[src/rtl/event_cond_pkg.sv]
// Shared register map and detection-mode encoding for the APB event conditioner.
package event_cond_pkg;

    localparam logic [2:0] REG_MODE_LO = 3'd0;
    localparam logic [2:0] REG_MODE_HI = 3'd1;
    localparam logic [2:0] REG_MASK    = 3'd2;
    localparam logic [2:0] REG_STATUS  = 3'd3;
    localparam logic [2:0] REG_CNT_SEL = 3'd4;
    localparam logic [2:0] REG_CNT     = 3'd5;

    localparam logic [2:0] REGS_MAX_ADR = REG_CNT;

    typedef enum logic [1:0] {
        MODE_LEVEL = 2'b00,
        MODE_RISE  = 2'b01,
        MODE_FALL  = 2'b10,
        MODE_ANY   = 2'b11
    } mode_e;

endpackage

[src/rtl/event_sync_edge.sv]
// One event line: multi-flop synchroniser, previous-value register and mode-selected detector.
module event_sync_edge
    import event_cond_pkg::*;
#(
    parameter int SYNC_STAGES = 2
) (
    input  logic       clk,
    input  logic       rst_n,
    input  logic       event_i,
    input  logic [1:0] mode_i,
    output logic       det_o
);

    logic [SYNC_STAGES-1:0] sync_q, sync_d;
    logic                   prev_q, prev_d;
    logic                   s;
    mode_e                  mode;

    assign s    = sync_q[SYNC_STAGES-1];
    assign mode = mode_e'(mode_i);

    // prev tracks s regardless of mode so a mode switch never creates a false edge
    always_comb begin
        sync_d = {sync_q[SYNC_STAGES-2:0], event_i};
        prev_d = s;
    end

    always_ff @(posedge clk or negedge rst_n) begin
        if (!rst_n) begin
            sync_q <= '0;
            prev_q <= 1'b0;
        end else begin
            sync_q <= sync_d;
            prev_q <= prev_d;
        end
    end

    always_comb begin
        det_o = 1'b0;
        case (mode)
            MODE_LEVEL: det_o = s;
            MODE_RISE:  det_o = s & ~prev_q;
            MODE_FALL:  det_o = ~s & prev_q;
            MODE_ANY:   det_o = s ^ prev_q;
            default:    det_o = 1'b0;
        endcase
    end

endmodule

[src/rtl/apb_event_conditioner.sv]
// APB-programmable conditioner: 32 synchronised event lines with per-line mode, mask,
// sticky status, a selectable debug counter and a registered conditioned output.
module apb_event_conditioner
    import event_cond_pkg::*;
#(
    parameter int APB_ADDR_WIDTH = 12,
    parameter int SYNC_STAGES    = 2,
    parameter int CNT_WIDTH      = 16
) (
    input  logic                      HCLK,
    input  logic                      HRESETn,
    input  logic [APB_ADDR_WIDTH-1:0] PADDR,
    input  logic [31:0]               PWDATA,
    input  logic                      PWRITE,
    input  logic                      PSEL,
    input  logic                      PENABLE,
    output logic [31:0]               PRDATA,
    output logic                      PREADY,
    output logic                      PSLVERR,
    input  logic [31:0]               event_i,
    output logic [31:0]               signal_o
);

    localparam logic [2:0] WARM_LAST = 3'(SYNC_STAGES + 1);

    logic [31:0]          mode_lo_q, mode_lo_d;
    logic [31:0]          mode_hi_q, mode_hi_d;
    logic [31:0]          mask_q, mask_d;
    logic [31:0]          status_q, status_d;
    logic [4:0]           cnt_sel_q, cnt_sel_d;
    logic [CNT_WIDTH-1:0] cnt_q, cnt_d;
    logic [2:0]           warm_cnt_q, warm_cnt_d;
    logic [31:0]          signal_q, signal_d;

    logic        wr_en, rd_en, warm, sel_hit;
    logic [2:0]  reg_idx;
    logic [63:0] mode_all;
    logic [31:0] det, hit, w1c_mask;
    logic        unused_paddr;

    assign wr_en        = PSEL & PENABLE & PWRITE;
    assign rd_en        = PSEL & PENABLE & ~PWRITE;
    assign reg_idx      = PADDR[4:2];
    assign unused_paddr = ^{PADDR[APB_ADDR_WIDTH-1:5], PADDR[1:0]};
    assign mode_all     = {mode_hi_q, mode_lo_q};
    assign PREADY       = 1'b1;
    assign PSLVERR      = 1'b0;
    assign signal_o     = signal_q;

    generate
        for (genvar gi = 0; gi < 32; gi++) begin : g_line
            event_sync_edge #(
                .SYNC_STAGES(SYNC_STAGES)
            ) u_line (
                .clk    (HCLK),
                .rst_n  (HRESETn),
                .event_i(event_i[gi]),
                .mode_i (mode_all[2*gi +: 2]),
                .det_o  (det[gi])
            );
        end
    endgenerate

    // warm stays low until the synchronisers have flushed their reset contents
    assign warm       = (warm_cnt_q == WARM_LAST);
    assign warm_cnt_d = warm ? warm_cnt_q : warm_cnt_q + 3'd1;

    assign hit      = det & ~mask_q & {32{warm}};
    assign sel_hit  = hit[cnt_sel_q];
    assign w1c_mask = (wr_en && reg_idx == REG_STATUS) ? PWDATA : 32'h0;

    always_comb begin
        mode_lo_d = mode_lo_q;
        mode_hi_d = mode_hi_q;
        mask_d    = mask_q;
        cnt_sel_d = cnt_sel_q;
        cnt_d     = cnt_q;
        signal_d  = hit;

        if (wr_en) begin
            case (reg_idx)
                REG_MODE_LO: mode_lo_d = PWDATA;
                REG_MODE_HI: mode_hi_d = PWDATA;
                REG_MASK:    mask_d    = PWDATA;
                REG_CNT_SEL: cnt_sel_d = PWDATA[4:0];
                default:     ;
            endcase
        end

        // a new detect in the same cycle as a clear survives the clear
        status_d = (status_q & ~w1c_mask) | hit;

        if (wr_en && reg_idx == REG_CNT) begin
            cnt_d = sel_hit ? CNT_WIDTH'(1) : '0;
        end else if (sel_hit && cnt_q != '1) begin
            cnt_d = cnt_q + CNT_WIDTH'(1);
        end
    end

    always_ff @(posedge HCLK or negedge HRESETn) begin
        if (!HRESETn) begin
            mode_lo_q  <= '0;
            mode_hi_q  <= '0;
            mask_q     <= '0;
            status_q   <= '0;
            cnt_sel_q  <= '0;
            cnt_q      <= '0;
            warm_cnt_q <= '0;
            signal_q   <= '0;
        end else begin
            mode_lo_q  <= mode_lo_d;
            mode_hi_q  <= mode_hi_d;
            mask_q     <= mask_d;
            status_q   <= status_d;
            cnt_sel_q  <= cnt_sel_d;
            cnt_q      <= cnt_d;
            warm_cnt_q <= warm_cnt_d;
            signal_q   <= signal_d;
        end
    end

    always_comb begin
        PRDATA = 32'h0;
        if (rd_en && reg_idx <= REGS_MAX_ADR) begin
            case (reg_idx)
                REG_MODE_LO: PRDATA = mode_lo_q;
                REG_MODE_HI: PRDATA = mode_hi_q;
                REG_MASK:    PRDATA = mask_q;
                REG_STATUS:  PRDATA = status_q;
                REG_CNT_SEL: PRDATA = {27'h0, cnt_sel_q};
                REG_CNT:     PRDATA = 32'(cnt_q);
                default:     PRDATA = 32'h0;
            endcase
        end
    end

endmodule

[config.mk]
export PLATFORM = sky130hd
export DESIGN_NAME = apb_event_conditioner
export DESIGN_NICKNAME = d
export VERILOG_FILES = /design/src/rtl/event_cond_pkg.sv /design/src/rtl/event_sync_edge.sv /design/src/rtl/apb_event_conditioner.sv
export SDC_FILE = /design/constraint.sdc
export NUM_CORES = 1
export LEC_CHECK = 0
export BUFFER_PORTS_ARGS = -buffer_cell sky130_fd_sc_hd__buf_2
export CORE_UTILIZATION = 45
export DETAILED_ROUTE_END_ITERATION = 10
export HOLD_SLACK_MARGIN = 0.15
export PLACE_DENSITY_LB_ADDON = 0.1
export SYNTH_ARGS = -nofsm -noshare
export SYNTH_HDL_FRONTEND = slang
export SYNTH_SLANG_ARGS = --single-unit
[constraint.sdc]
create_clock -name HCLK -period 2.3 [get_ports HCLK]
set_input_delay 0.115 -clock HCLK [delete_from_list [all_inputs] [get_ports HCLK]]
set_output_delay 0.115 -clock HCLK [all_outputs]
set_load 0.01 [all_outputs]
# == After elaboration in Yosys (flattened, before gate mapping) ==
# Cells that the tools add are included.
# op_classes
n_eq_ne,103
n_addsub,2
magnitude_cmp,2
n_reduce_logical,42
n_mux,40
bitwise_logic,170
# op_table
cell,count
32-bit one-hot mux with 6 select lines,1
"2-bit == test, second input constant",64
1-bit one-hot mux with 4 select lines,32
32-bit bitwise AND,3
1-bit bitwise AND,67
1-bit NOT,65
"2-bit by 1-bit == test with 1-bit output, second input constant",32
2-bit zero test,32
32-bit two-way mux,2
32-bit NOT,2
16-bit two-way mux,2
32-bit bitwise OR,1
1-bit bitwise XOR,32
"16-bit by 1-bit adder with 16-bit output, second input constant",1
"16-bit != test, second input constant",1
"3-bit by 2-bit == test with 1-bit output, second input constant",3
2-bit AND reduction,4
"3-bit == test, second input constant",2
"5-bit by 6-bit less-than comparator with 1-bit output, second input constant",1
1-bit binary-select mux with 5-bit select,1
1-bit logical AND,4
"3-bit by 1-bit adder with 3-bit output, second input constant",1
"3-bit by 1-bit == test with 1-bit output, second input constant",1
"3-bit less-or-equal comparator, second input constant",1
other kinds (3),4
# word_totals
in_bits,81
reg_bits,280

# == Longest topological paths before layout ==
# logic_depth
ltp_word,10
depth_mapped,12

# == Modules after synthesis ==
# Synthesis repeated with hierarchy kept, for this count alone.
# unflattened
hier_cells,1007
hier_area_um2,12921.1
# by_module_without_submodules
mod,cells_each,seq_area_each_um2,area_per_inst_um2,n_inst
apb_event_conditioner,719,4604.4,8637.0,1
event_sync_edge,9,75.1,133.9,32

# == Worst setup path after synthesis ==
# OpenSTA, ideal clock, no wires.
# synth_timing
path_type,register to register
from,reg warm_cnt_q[0]
to,reg cnt_q[8]
synth_period_minus_slack_ns,2.425
path_stages_with_launch,12
arrival_ns,2.301
setup_slack_ns,-0.125
n_path_buf,2
cell_sequence,dfrtp_1 ha_1 ha_1 buf_6 nand2_1 a2111o_1 a221oi_2 o211ai_2 nor3_4 buf_6 nand3_2 mux2i_1
# synth_between
elab_chain_len,6
# synth_rtl
element,line,source
"start, declared",apb_event_conditioner.sv:32,"logic [2:0] warm_cnt_q, warm_cnt_d;"
"start signal, assigned",apb_event_conditioner.sv:117,warm_cnt_q <= warm_cnt_d;
3-bit by 2-bit == test with 1-bit output,apb_event_conditioner.sv:65,assign warm = (warm_cnt_q == WARM_LAST);
32-bit bitwise AND,apb_event_conditioner.sv:68,assign hit = det & ~mask_q & {32{warm}};
1-bit binary-select mux with 5-bit select,apb_event_conditioner.sv:69,assign sel_hit = hit[cnt_sel_q];
1-bit two-way mux (not written as such),apb_event_conditioner.sv:69,
1-bit logical AND,apb_event_conditioner.sv:95,end else if (sel_hit && cnt_q != '1) begin
2-bit nonzero test (no line),--,
"end signal, assigned",apb_event_conditioner.sv:116,cnt_q <= cnt_d;
"end, declared",apb_event_conditioner.sv:31,"logic [CNT_WIDTH-1:0] cnt_q, cnt_d;"
# No other way between the ends. The select of a mux whose other input is x is not followed.
# A chain may end at the register's enable or synchronous reset.

# == Worst setup path in the final report ==
# layout_timing
from,reg g_line[30].u_line.prev_q
to,reg cnt_q[9]
# layout_between
elab_chain_len,9
elab_cells_between_ends,11
classes_between,mux: 3; bitwise: 6; reduce/logical: 2
# layout_rtl
element,line,source
"start, declared",event_sync_edge.sv:15,"logic prev_q, prev_d;"
"start signal, assigned",event_sync_edge.sv:34,prev_q <= prev_d;
1-bit NOT,event_sync_edge.sv:42,MODE_RISE: det_o = s & ~prev_q;
1-bit bitwise AND,event_sync_edge.sv:42,
1-bit one-hot mux with 4 select lines *,event_sync_edge.sv:40,case (mode)
32-bit bitwise AND * (2 in a row),apb_event_conditioner.sv:68,
1-bit binary-select mux with 5-bit select *,apb_event_conditioner.sv:69,
1-bit two-way mux (not written as such) *,apb_event_conditioner.sv:69,
1-bit logical AND *,apb_event_conditioner.sv:95,
2-bit nonzero test (no line) *,--,
# Mark *: on every way between the ends. The rest lies on a longest branch, timed or not. The select of a mux whose other input is x is not followed.

==> flow_summary.yaml <==
synth:
  synthesis.area_per_instance_sq_um: 11.56
  synth_edf_count: 0
  ys_ff_latch: 280
  synth_cell_types: 60
  synthCells: 1145
  ys.flop_type: "dfrtp_1"
  ys_seq_area_frac: 0.5293
  async_flop_share: 1.000
  syn-num-nets: 1293
  synth_area_sq_mm: 0.01324
  yosysWarningCount: 0
power:
  vdd_ir_drop_max_uv: 596.7
  swShare: 0.2942
  total_power_uw: 15950
  p_seq_frac: 0.392
  power.net_switching_uw: 4694
  pwr-share-comb: 0.257
  intPower_uw: 11260
  powerDensity_mw_per_mm2: 893.7
  leakage_uw: 0.008506
  clock_power_share: 0.350
die:
  ios: 147
  die_area_sq_mm: 0.03011
  die_h_um: 173.5
  coreArea_sq_mm: 0.02886
  die_width_um: 173.5
  rows: 62
  start_util: 0.4588
grt:
  grt.overflow.total: 0
  antenna_found_initial: 2
  grt_max_degree: 69
  grt_pass1_vias: 10490
  grt.total_usage: 0.2639
  grt_pass1_wl_um: 60630
setup_path:
  crit_required_ns: 2.80
  worstRegToRegCells: 11
  timing.rr.end: "cnt_q[9]"
  worstPathMaxFanout: 12
  crit_path_start_kind: "flip-flop"
  worst-setup-path-type: "reg -> reg"
  r2r-start: "g_line[30].u_line.prev_q"
  end_kind: "flip-flop"
  r2r_slack_ns: -0.31
  crit_arrival_ns: 3.10
run:
  drv_cap: 0
cts:
  cts_buffers: 31
  clk_latency_ns: 0.57
  cts.reportedPaths.clkPinSlew_ns: 0.06
  cts.sinks: 280
  cts.path.max_buffers: 3
  cts_tree: "done"
  ctsRootBufferMaster: "clkbuf_16"
  cts.htree.levels: 1
routing:
  vias_per_cell: 5.294
  wirelength_um: 38730
  drtPass1Iterations: 5
  drt_iter0_markers: 702
  ant_nets: 0
  dr_total_vias: 10230
  drc: 0
  drt-wirelength-per-cell_um: 20.05
cells_and_area:
  final_common_cell: "dfrtp_1"
  area_growth_pct: 34.84
  mostFrequentLayoutCells: "dfrtp_1, buf_4, buf_2, mux2_2, nand2_1"
  fin_nets: 1670
  design_area_sq_mm: 0.01785
  drive_gt1_frac: 0.3769
placed_design:
  place_congestion: 0.8908
  numPortBuffers: 135
  dp_hpwl_um: 27570
  pre_cts_slack_ns: -0.7905
  post_dp_cell_area_sq_mm: 0.01569
sta:
  setup_slack_ns: -0.3085
  period_minus_slack_ns: 2.608
  setup_violations: 16
  rsz0062_at_grt: "true"
  finalMaxSlewViolations: 0
  finalCritPeriodShare: 1.134
  whs_ns: 0.1707
  fmax_mhz: 383.4
  worst_pin_slew_ns: 0.5952
  hold_viol_final: 0
  slew-limit-headroom: 0.6008
  finClkSkew_ns: 0.008647
status:
  violations: "setup timing"
  outcome: "complete, but fails checks"
worst_hold_path:
  min_path_type: "in -> async"
what timing repair did:
item                                    4_1_cts  5_1_grt
hold endpoints to repair                    445        0
gates resized for setup                      31       18
pin swaps                                    13        5
hold buffers                                 66        0
endpoints found under the setup margin       16       17
cloned                                        1        0
setup buffers                                11        2
how the worst max path moves through the flow:
stage / startpoint / to / slack, ns
after floorplan: warm_cnt_q[0] / cnt_q[8] / -0.09
after global placement: warm_cnt_q[1] / cnt_q[10] / -0.75
after detailed placement: warm_cnt_q[0] / cnt_q[10] / -0.79
after CTS: warm_cnt_q[0] / cnt_q[5] / -0.30
after global routing: warm_cnt_q[1] / cnt_q[5] / -0.42
final: g_line[30].u_line.prev_q / cnt_q[9] / -0.31
cell families after synthesis:
family                   Yosys count  share of synthesized area
AO/OA/AOI/OAI                    203                     0.1133
XOR/XNOR                           1                  0.0006617
adder cells (fa/ha/maj)           67                    0.06332
buffers and inverters            141                    0.04253
flip-flops                       280                     0.5293
multiplexers                     154                     0.1404
other                              2                  0.0005673
AND/OR/NAND/NOR                  297                     0.1099
synthesized netlist by cell type, types with 8 or more instances:
cell,instances,area [sq um]
a211oi_1,13,97.59
a21o_1,35,262.8
a21oi_1,44,220.2
a22oi_1,25,187.7
and2_1,13,81.33
and3_1,16,100.1
clkbuf_1,35,131.4
dfrtp_1,280,7007
ha_1,67,838.3
inv_1,90,337.8
mux2_2,124,1396
mux2i_1,17,170.2
mux4_2,13,292.8
nand2_1,109,409.1
nand2b_1,10,62.56
nand3_1,23,115.1
nand3b_1,10,75.07
nor2_1,59,221.5
nor2b_1,21,131.4
o21ai_0,25,125.1
o22a_1,8,70.07
or2_2,13,81.33
sequential cells by signal (all words and copies together), names as in the netlist, 5 cells and up:
| register | cells |
|---|---|
| g_line.u_line.prev_q | 32 |
| mode_lo_q | 32 |
| mode_hi_q | 32 |
| signal_o | 32 |
| cnt_sel_q | 5 |
| g_line.u_line.sync_q | 64 |
| status_q | 32 |
| mask_q | 32 |
| cnt_q | 16 |
metrics by stage:
step,setup TNS (ns),instances,utilization
finish,-4.161,1932,0.6186
global route,-5.729,1932,0.6186
CTS,-4.004,1929,0.6162
detailed placement,-10.66,1794,0.5436
global placement,-9.786,1794,0.5436
floorplan,-0.8684,1145,-
power by group through the flow:
stage	clock (uW)	sequential [uW]	combinational, uW
2_1_floorplan	0	6240	1810
3_3_place_gp	0	6320	3580
3_5_place_dp	0	6320	3620
4_1_cts	5680	6250	4040
5_1_grt	5890	6350	4440
6_report	5590	6260	4110
per-layer routing:
layer,vias to the layer above,global-route usage,share of wire
met5,-,0,0.00036
met4,2,0.07375,0.027
met3,65,0.03969,0.052
met2,288,0.4262,0.46
met1,5115,0.3702,0.46
li1,4758,-,-
cell type report:
| class | instances | area (sq um) |
|---|---|---|
| Antenna cell | 1 | 2.502 |
| Clock inverter | 18 | 282.8 |
| Timing Repair Buffer | 393 | 2960 |
| Fill cell | 2389 | 11010 |
| Tap cell | 384 | 480.5 |
| Sequential cell | 280 | 7008 |
| Clock buffer | 40 | 879.6 |
| Multi-Input combinational cell | 725 | 5896 |
| Inverter | 91 | 341.6 |
critical path: stages, from the launching register on:
cell and delay [ns]:
dfrtp_1 0.36, inv_1 0.05, ha_1 0.26, inv_1 0.03, mux4_2 0.51, a32oi_2 0.25, o221ai_2 0.15, o211ai_4 0.35
nor3_4 0.09, buf_12 0.16, a21bo_2 0.20, a21oi_2 0.11
Power figures use the tool's default switching activity.
